[src/rtl/timer_pkg.sv]
// Shared definitions for the timer family: state encodings and default sizes.
package timer_pkg;

  localparam int unsigned TIMER_WIDTH     = 4;
  localparam int unsigned TIMER_EXP_CNT_W = 8;

  typedef enum logic [1:0] {
    ST_IDLE = 2'd0,
    ST_RUN  = 2'd1,
    ST_DONE = 2'd2
  } timer_state_e;

endpackage : timer_pkg

[src/rtl/sat_counter.sv]
// Saturating event counter: counts inc pulses, sticks at all-ones.
module sat_counter #(
  parameter int unsigned W = 8
) (
  input  logic         clock,
  input  logic         reset,
  input  logic         inc,
  input  logic         clear,
  output logic [W-1:0] q
);

  logic [W-1:0] q_q;
  logic [W-1:0] q_d;

  // Next count: clear wins, otherwise increment until all-ones.
  always_comb begin
    q_d = q_q;
    if (clear) begin
      q_d = '0;
    end else if (inc && (q_q != '1)) begin
      q_d = q_q + W'(1);
    end
  end

  // Count register, synchronous active-high reset.
  always_ff @(posedge clock) begin
    if (reset) begin
      q_q <= '0;
    end else begin
      q_q <= q_d;
    end
  end

  assign q = q_q;

endmodule : sat_counter

[src/rtl/down_timer.sv]
// Loadable down-counting timer with one-shot / auto-reload modes and an
// expiry tick, plus a saturating count of expiries since reset.
module down_timer
  import timer_pkg::*;
#(
  parameter int unsigned WIDTH     = TIMER_WIDTH,
  parameter int unsigned EXP_CNT_W = TIMER_EXP_CNT_W
) (
  input  logic                 clock,
  input  logic                 reset,
  input  logic                 load_valid,
  output logic                 load_ready,
  input  logic [WIDTH-1:0]     load_value,
  input  logic                 load_auto,
  input  logic                 enable,
  input  logic                 abort,
  input  logic                 done_ack,
  output logic [WIDTH-1:0]     count_out,
  output logic                 busy,
  output logic                 done,
  output logic                 tick,
  output logic [EXP_CNT_W-1:0] expire_cnt
);

  timer_state_e     state_q,  state_d;
  logic [WIDTH-1:0] count_q,  count_d;
  logic [WIDTH-1:0] reload_q, reload_d;
  logic             auto_q,   auto_d;
  logic             tick_q,   tick_d;
  logic             accept;

  // Loads are taken only while idle or parked, and never alongside an abort.
  assign load_ready = ((state_q == ST_IDLE) || (state_q == ST_DONE)) && !abort;
  assign accept     = load_valid && load_ready;

  // Next-state, count, reload/mode and tick; accepted load outranks ack/enable.
  always_comb begin
    state_d  = state_q;
    count_d  = count_q;
    reload_d = reload_q;
    auto_d   = auto_q;
    tick_d   = 1'b0;

    if (accept) begin
      count_d  = load_value;
      reload_d = load_value;
      auto_d   = load_auto;
      if (load_value == '0) begin
        // A zero start value expires immediately and never reloads.
        state_d = ST_DONE;
        tick_d  = 1'b1;
      end else begin
        state_d = ST_RUN;
      end
    end else begin
      unique case (state_q)
        ST_IDLE: begin
          state_d = ST_IDLE;
        end
        ST_RUN: begin
          if (abort) begin
            state_d = ST_IDLE;
            count_d = '0;
          end else if (enable) begin
            if (count_q > WIDTH'(1)) begin
              count_d = count_q - WIDTH'(1);
            end else begin
              tick_d = 1'b1;
              if (auto_q) begin
                count_d = reload_q;
              end else begin
                count_d = '0;
                state_d = ST_DONE;
              end
            end
          end
        end
        ST_DONE: begin
          if (abort || done_ack) begin
            state_d = ST_IDLE;
          end
        end
        default: begin
          state_d = ST_IDLE;
          count_d = '0;
        end
      endcase
    end
  end

  // State and datapath registers, synchronous active-high reset.
  always_ff @(posedge clock) begin
    if (reset) begin
      state_q  <= ST_IDLE;
      count_q  <= '0;
      reload_q <= '0;
      auto_q   <= 1'b0;
      tick_q   <= 1'b0;
    end else begin
      state_q  <= state_d;
      count_q  <= count_d;
      reload_q <= reload_d;
      auto_q   <= auto_d;
      tick_q   <= tick_d;
    end
  end

  // Expiry counter advances on the same edge the tick becomes visible.
  sat_counter #(
    .W (EXP_CNT_W)
  ) u_exp_cnt (
    .clock (clock),
    .reset (reset),
    .inc   (tick_d),
    .clear (1'b0),
    .q     (expire_cnt)
  );

  assign count_out = count_q;
  assign busy      = (state_q == ST_RUN);
  assign done      = (state_q == ST_DONE);
  assign tick      = tick_q;

endmodule : down_timer
[config.mk]
export PLATFORM = sky130hd
export DESIGN_NAME = down_timer
export DESIGN_NICKNAME = d
export VERILOG_FILES = /design/src/rtl/timer_pkg.sv /design/src/rtl/sat_counter.sv /design/src/rtl/down_timer.sv
export SDC_FILE = /design/constraint.sdc
export NUM_CORES = 1
export LEC_CHECK = 0
export ABC_AREA = 1
export CORE_ASPECT_RATIO = 1.4
export CORE_MARGIN = 1
export CORE_UTILIZATION = 35
export DETAILED_ROUTE_END_ITERATION = 12
export GPL_TIMING_DRIVEN = 0
export PLACE_DENSITY_LB_ADDON = 0.05
export SETUP_SLACK_MARGIN = 0.3
export SLEW_MARGIN = 20
export SYNTH_ARGS = -nofsm -noshare
export SYNTH_HDL_FRONTEND = slang
export SYNTH_SLANG_ARGS = --single-unit
[constraint.sdc]
create_clock -name clock -period 1.9 [get_ports clock]
set_input_delay 0.475 -clock clock [delete_from_list [all_inputs] [get_ports clock]]
set_output_delay 0.475 -clock clock [all_outputs]
set_load 0.02 [all_outputs]
* Word level (Yosys, flattened, before mapping) *
Cells that the tools add are included.

storage, ports and cells
  flip-flop bits (word level) = 20
  input bits = 11
  output and inout port bits = 16
  word-level logic and storage cells = 48

operators by class
  add/sub/neg operators = 2
  order comparisons = 1
  equal/unequal tests = 8
  multiplexer cells = 20
  reduce and logical (&&, ||, !) cells = 11

operators with widths
  kind                                                                      count
  4-bit two-way mux                                                         5
  2-bit two-way mux                                                         7
  8-bit by 1-bit adder with 8-bit output (second input constant)            1
  4-bit by 3-bit inequality test with 1-bit output (second input constant)  2
  8-bit inequality test (second input constant)                             1
  4-bit case mux with 2 select lines                                        1
  1-bit two-way mux                                                         6
  4-bit by 1-bit > comparator with 1-bit output (second input constant)     1
  4-bit zero test                                                           1
  4-bit inequality test (second input constant)                             1
  2-bit case mux with 2 select lines                                        1
  4-bit AND reduction                                                       1
  4-bit by 1-bit subtractor with 4-bit output (second input constant)       1
  1-bit logical AND                                                         3
  3-bit by 1-bit inequality test with 1-bit output (second input constant)  1
  2-bit by 1-bit == test with 1-bit output (second input constant)          1
  2-bit == test (second input constant)                                     1
  2-bit zero test                                                           1
  1-bit logical OR                                                          2
  2-bit by 1-bit inequality test with 1-bit output (second input constant)  1
  2-bit AND reduction                                                       1
  2-bit OR reduction                                                        1
  1-bit zero test                                                           1

* Logic depth before layout (Yosys ltp) *
Gate-level depths: netlist (run 1).

  word-level depth = 7
  depth in mapped cells = 10
  mapped depth without buffers = 9

* Modules after synthesis *
Synthesis (run 1) repeated with hierarchy kept, for this count alone.

unflattened totals
  cells, all modules = 205
  area, all modules = 1263.7 um^2

modules (own cells, without submodules)
  module       instances  cells an instance  area an instance (um^2)  seq. area each (um^2)
  down_timer   1          132                803.3                    240.2
  sat_counter  1          73                 460.4                    160.2

* Least setup slack after synthesis (run 1) *
No wires, ideal clock.

  kind = input to register
  start point = in abort
  end point = reg count_q[2], in the netlist count_out[2]
  setup time = 122 ps
  arrival time = 1396 ps
  data required time = 1778 ps
  setup slack = 382 ps
  stages on the path = 6
  buffers on the path = 0
  cell sequence = nor2_1 -> nand2_1 -> nand2_1 -> o21ai_2 -> nor2_1 -> a21oi_1

on the way
  cells in the longest elaborated chain, start to end = 5
  elaborated cells on any way between the ends = 9
  those cells by class = eq/ne: 2; mux: 3; reduce/logical: 4

ends and longest elaborated chain
  what                                                                                                                                          line               RTL
  start, declared                                                                                                                               down_timer.sv:16   input logic abort,
  1-bit zero test                                                                                                                               down_timer.sv:33   assign load_ready = ((state_q == ST_IDLE) || (state_q == ST_DONE)) && !abort;
  1-bit logical AND                                                                                                                             down_timer.sv:33
  1-bit logical AND                                                                                                                             down_timer.sv:34   assign accept = load_valid && load_ready;
  4-bit by 3-bit inequality test with 1-bit output (no source line) / 2-bit by 1-bit inequality test with 1-bit output (equally long branches)  -
  2-bit AND reduction (no source line)                                                                                                          -
  end signal, assigned                                                                                                                          down_timer.sv:101  count_q <= count_d;
  end, declared                                                                                                                                 down_timer.sv:26   logic [WIDTH-1:0] count_q, count_d;

Several ways; a longest one is shown, not always the timed one.
A chain may end at the register's enable or synchronous reset.

* Final worst setup path (run 1) *
  start point = in load_valid
  end point = reg u_exp_cnt.q_q[1], in the netlist u_exp_cnt.q[1]

on the way
  cells in the longest elaborated chain, start to end = 3

ends and longest elaborated chain
  what                  line               RTL
  start, declared       down_timer.sv:11   input logic load_valid,
  1-bit logical AND     down_timer.sv:34
  1-bit two-way mux     down_timer.sv:44   if (accept) begin
  1-bit logical AND     sat_counter.sv:20  end else if (inc && (q_q != '1)) begin
  end signal, assigned  sat_counter.sv:30  q_q <= q_d;
  end, declared         sat_counter.sv:12  logic [W-1:0] q_q;

Every way passes these cells.

==> results of run 1 <==
## placed cells by master, fill, tap and decap left out
cell type        count
ha_1                 2
dfxtp_2              2
clkbuf_8             4
nand3_2              1
ha_2                 1
o211ai_1             2
buf_6                2
clkbuf_1             1
nand3_1             16
clkdlybuf4s15_2      1
o21ai_4              1
nand4_1              1
o21ai_0              5
nor2_4               2
dlymetal6s2s_1       2
o21ai_2              1
nand2_1             40
clkbuf_2             1
inv_2                6
clkinv_1             1
dfxtp_1             18
o21a_1               3
a21oi_1             15
nand2_2              4
nor2_1              20
dlygate4sd2_1       13
xor2_1               4
inv_1               23
nand3b_1             2
a21oi_2              1
nor2_2               3
nand2_4              1
clkdlybuf4s50_1      8
nand4_4              1
buf_4                8
## area by class of cell
cell class,count,area [um2]
plain buffers,2,15.0
flip-flops and latches,20,403
clock buffers,4,55.1
well taps,39,48.8
multi-input cells,126,682
fillers,342,1530
inverters,30,113
repair buffers,34,307
## flip-flops by register name, indices dropped and copies added, names as in the netlist
| name | count |
|---|---|
| u_exp_cnt.q | 8 |
| count_out | 4 |
| reload_q | 4 |
| state_q | 2 |
| auto_q | 1 |
| tick | 1 |
## cell usage after synthesis
library cell,n,share of area [%]
o21ai_0,5,2.1
o21a_1,3,1.9
o21ai_2,2,1.5
xor2_1,4,3.0
nand2_1,44,14
nand2_2,1,0.54
nor2_1,22,7.1
nand3_1,17,7.3
dfxtp_1,20,34
nand4_4,1,1.8
inv_1,27,8.7
buf_4,1,0.64
a21oi_1,16,6.9
o211ai_1,2,1.3
clkbuf_1,1,0.32
nor2_4,2,1.9
ha_1,3,3.2
clkinv_1,1,0.32
inv_2,2,0.64
nand3b_1,2,1.3
nand4_1,1,0.54
nor2_2,1,0.54
## kinds of logic (layout without fill, tap and decap cells)
family | count (synthesis) | count (layout) | share of synthesized area [%]
and+or+nand+nor | 91 | 91 | 35.2
buffers and inverters | 32 | 70 | 10.6
AOI/OAI and AO/OA | 28 | 28 | 13.7
DFF | 20 | 20 | 34.3
xor gates and xnor gates | 4 | 4 | 3.00
adders and majority gates | 3 | 3 | 3.22
## path summary, 6_finish.rpt
path | endpoint | slack (ns) | depth (start not counted)
hold reg to reg | reload_q[3] | 0.47 | 2
setup reg to reg | u_exp_cnt.q[1] | 0.39 | 9
hold / removal | reload_q[3] | 0.47 | 2
setup / recovery | u_exp_cnt.q[1] | 0.35 | 8
## routing by layer
metal	global-route usage, %	wire, um	up-vias
li1	-	-	635
met1	16.4	1130	537
met2	33.3	1590	14
met3	2.40	65	2
met4	4.63	13	0
met5	0	0	-
## power by group
group / leakage [uW] / switching (uW) / internal, uW / total, uW
registers: 0.000163 / 11.7 / 436 / 447
logic: 0.000598 / 127 / 93.5 / 221
clock network: 0.0000288 / 140 / 184 / 324
total: 0.000790 / 279 / 713 / 992
## worst register-to-register path, delay by kind of cell (launching register included)
family,cells,cell delay (ns)
AND/OR/NAND/NOR,3,0.25
AO/OA/AOI/OAI,2,0.38
buffers and inverters,3,0.30
adder cells (fa/ha/maj),1,0.19
flip-flops,1,0.34
## per-stage QoR
stage	total power [uW]	hold slack (ns)	cell area [um2]	setup TNS, ns
2_1_floorplan	582	0.445	1170	0
3_3_place_gp	654	0.460	1480	-0.305
3_5_place_dp	656	0.463	1480	-0.462
4_1_cts	983	0.474	1530	0
5_1_grt	1050	0.503	1620	0
6_report	992	0.468	1620	0
## repair_timing
| item | 4_1_cts | 5_1_grt |
|---|---|---|
| gates cloned | 0 | 1 |
| pin swaps | 1 | 5 |
| setup buffers | 1 | 6 |
| setup endpoints to repair | 26 | 16 |
| resized for setup | 25 | 21 |
| hold buffers | 0 | 0 |
==> qor.csv, run 1 <==
metric,value,unit
initial_core_util,37.0,%
fp.coreArea,0.00315,mm2
cts_tree,yes,
layout-drive-gt1-share,18.5,%
viasPerCell,4.66,
synth_area_per_cell,6.56,um2
rsz0062_at_grt,false,
gp_congestion,0.807,
cp-end-kind,flip-flop,
synth_cells,178,
num_antenna_cells,0,
die-area,0.00357,mm2
startpoint_type,input port,
synth-seq-cells,20,
place_inst,243,
h-tree-depth,1,
fin_cells,255,
rr_startpoint,count_out[0],
final-setup-viol-count,0,
slew_viol_final,0,
vdd.ir_drop.worst,382,uV
grt_pass1_wl,4.57,mm
path_class,input port to flip-flop,
maxCapViolCount,0,
grt_pass1_vias,1112,
die_h,70.3,um
vias,1188,
ys_seq_area_share,34.3,%
die_w,50.8,um
antenna_found_initial,0,
cts_root_buffer,clkbuf_8,
path_buf_inv,3,
hp-class,flip-flop to flip-flop,
track_usage,16.5,%
wl_per_cell,11.0,um
drt_iter0_drc,11,
worst_slack,0.348,ns
hold_viol_final,0,
dp_hpwl,2.11,mm
grt_start_max_net_pins,12,
numCtsBuffers,3,
final_core_util,51.5,%
pre_cts_ws,-0.308,ns
io_pins,27,
synth_area,0.00117,mm2
period_needed,1.55,ns
dr.pass1.iters,4,
fmax,0.644,GHz
clk_latency,0.26,ns
period_share,81.7,%
ant_nets,0,
clk_pin_slew,0.07,ns
finClkSkew,0.00604,ns
cp_cell_sequence,"clkdlybuf4s50_1, inv_1, nor2_4, nand2_1, o21ai_4, buf_4, nand3_1, a21oi_1",
drc,0,
syn_nets,192,
crit_fanout,5,
grt_remaining_overflow,0,
cts.sinks,20,
area_delta_synth_final,39.0,%
outcome,finished clean,
worst_path_max_delay_cell,clkdlybuf4s50_1,
p_leak,0.000790,uW
hp-start,reload_q[3],
rows,24,
cp_slowest_stage_delay,0.50,ns
clockBufferDepth,2,
io_buffers,26,
tightest_slew,0.521,ns
p_per_area,611,mW/mm2
critical-path-top-delay-family,buffers and inverters,
arrival,1.74,ns
wirelength,2.80,mm
worstPathRequired,2.08,ns
slew_headroom,65.3,%
synth_warnings,0,
worstSetupStartpoint,load_valid,
fin_nets,231,
synth.distinct_cells,22,
(Power assumes the default switching activity.)
==> run 2, diff against run 1 <==
- clock period: 1.9 -> 1.3 ns (I/O delays scaled with it)
==> run 2 against run 1 <==
Net effect:
- largest power group unchanged
- power grew 49%
- highest routed layer unchanged
- die area is the same
- the run now ends with negative setup slack left
- sequential share of layout area shrank 1.6 points
- global-route usage grew 3.0 points
==> qor.csv, run 2 (synthesis results as in run 1) <==
metric,value,unit
outcome,"complete, but fails checks",
failed_checks,negative setup slack,
worstSetupStartpoint,count_out[1],
hold_viol_final,0,
cts_tree,yes,
p_per_area,764,mW/mm2
period_share,106,%
finClkSkew,0.00413,ns
startpoint_type,flip-flop,
die-area,0.00357,mm2
power,1480,uW
grt_start_max_net_pins,12,
n_fill_cell,303,
gp_congestion,0.763,
dp_hpwl,2.22,mm
slew_headroom,83.4,%
mostFrequentLayoutCell,nand2_1,
grt_remaining_overflow,0,
p_switching,453,uW
die_w,50.8,um
rsz0062_at_grt,true,
cts.sinks,20,
hold_buffers,0,
viasPerCell,4.76,
path_class,flip-flop to flip-flop,
fin_cells,266,
arrival,1.53,ns
power.share.clock,27.4,%
fin_nets,242,
intPower,1030,uW
clk_pin_slew,0.07,ns
p_leak,0.000844,uW
cts_root_buffer,clkbuf_8,
drt_iter0_drc,23,
io_pins,27,
wirelength,3.27,mm
cp-end-kind,flip-flop,
initial_core_util,37.0,%
hp-start,reload_q[3],
holdWs,0.476,ns
hp-class,flip-flop to flip-flop,
antenna_found_initial,0,
period_needed,1.38,ns
most-common-layout-cells,"nand2_1 (37), buf_6 (19), inv_1 (18)",
largest_reg_flops,8,
num_antenna_cells,0,
dr.pass1.iters,4,
worst_slack,-0.0754,ns
worstPathRequired,1.45,ns
slew_viol_final,0,
h-tree-depth,1,
crit_fanout,5,
fp.coreArea,0.00315,mm2
wl_per_cell,12.3,um
grt_pass1_wl,5.34,mm
tightest_slew,0.248,ns
fmax,0.727,GHz
place_inst,243,
rr_startpoint,count_out[1],
area_delta_synth_final,65.6,%
clockBufferDepth,2,
die_h,70.3,um
io_buffers,26,
grt_pass1_vias,1263,
maxCapViolCount,0,
vias,1267,
ant_nets,0,
drc,0,
seq_power_share,43.9,%
pre_cts_ws,-0.584,ns
switching_share,30.6,%
layout-drive-gt1-share,44.1,%
vdd.ir_drop.worst,481,uV
track_usage,19.5,%
clk_latency,0.25,ns
numCtsBuffers,3,
rows,24,
combinationalPowerShare,28.7,%
final-setup-viol-count,13,
run 2: cell count changes in the layout (fill, tap and decap cells not counted), sizes merged:
cell           change
dlygate4sd2       -10
clkbuf             -3
clkdlybuf4s50      -1
clkinv             +1
dlymetal6s2s       -2
buf               +26
run 2: metrics by stage:
stage / TNS (ns) / utilization, % / instance area, um2
after detailed placement: -8.23 / 49.4 / 1560
final: -0.640 / 61.3 / 1930
after floorplan: -0.0402 / - / 1250
after CTS: -0.835 / 58.2 / 1840
after global placement: -7.98 / 49.4 / 1560
after global routing: -1.83 / 61.3 / 1930
run 2: power by group through the flow:
stage	clock [uW]	combinational (uW)	sequential (uW)
6_report	405	424	649
5_1_grt	453	466	652
4_1_cts	423	387	652
3_3_place_gp	0	321	672
3_5_place_dp	0	323	674
2_1_floorplan	0	196	687
run 2: per-layer routing:
metal	GRT usage, %	part of all wire [%]
met4	8.33	1.1
met2	37.6	59
met1	20.0	37
met3	2.61	2.8
met5	0	0
run 2: final timing paths:
kind | slack (ns) | end | depth (start not counted)
setup / recovery | -0.08 | u_exp_cnt.q[6] | 10
hold / removal | 0.48 | reload_q[3] | 2
setup reg to reg | -0.08 | u_exp_cnt.q[6] | 10
hold reg to reg | 0.48 | reload_q[3] | 2
run 2: final cells by class:
type / count / area [um2] / share of cell area, %
multi-input combinational: 126 / 816 / 42.2
sequential: 20 / 449 / 23.2
timing repair buffer: 45 / 429 / 22.2
inverter: 30 / 129 / 6.67
tap: 39 / 48.8 / 2.52
clock buffer: 3 / 41.3 / 2.14
buffer: 2 / 16.3 / 0.841
clock inverter: 1 / 3.75 / 0.194
run 2: timing repair:
| action | 4_1_cts | 5_1_grt |
|---|---|---|
| setup endpoints to repair | 36 | 36 |
| pin swaps | 15 | 5 |
| setup buffers | 14 | 4 |
| gates resized for setup | 130 | 29 |
| cloned | 1 | 0 |
run 2: worst max-delay path: stages, from the launching register on:
cell and delay (ns):
dfxtp_4 0.36, inv_6 0.07, ha_4 0.13, inv_2 0.04
nand2_4 0.06, nand3_4 0.07, o21ai_4 0.21, buf_6 0.16
nand3b_1 0.07, nand2_1 0.06, nor2_1 0.04
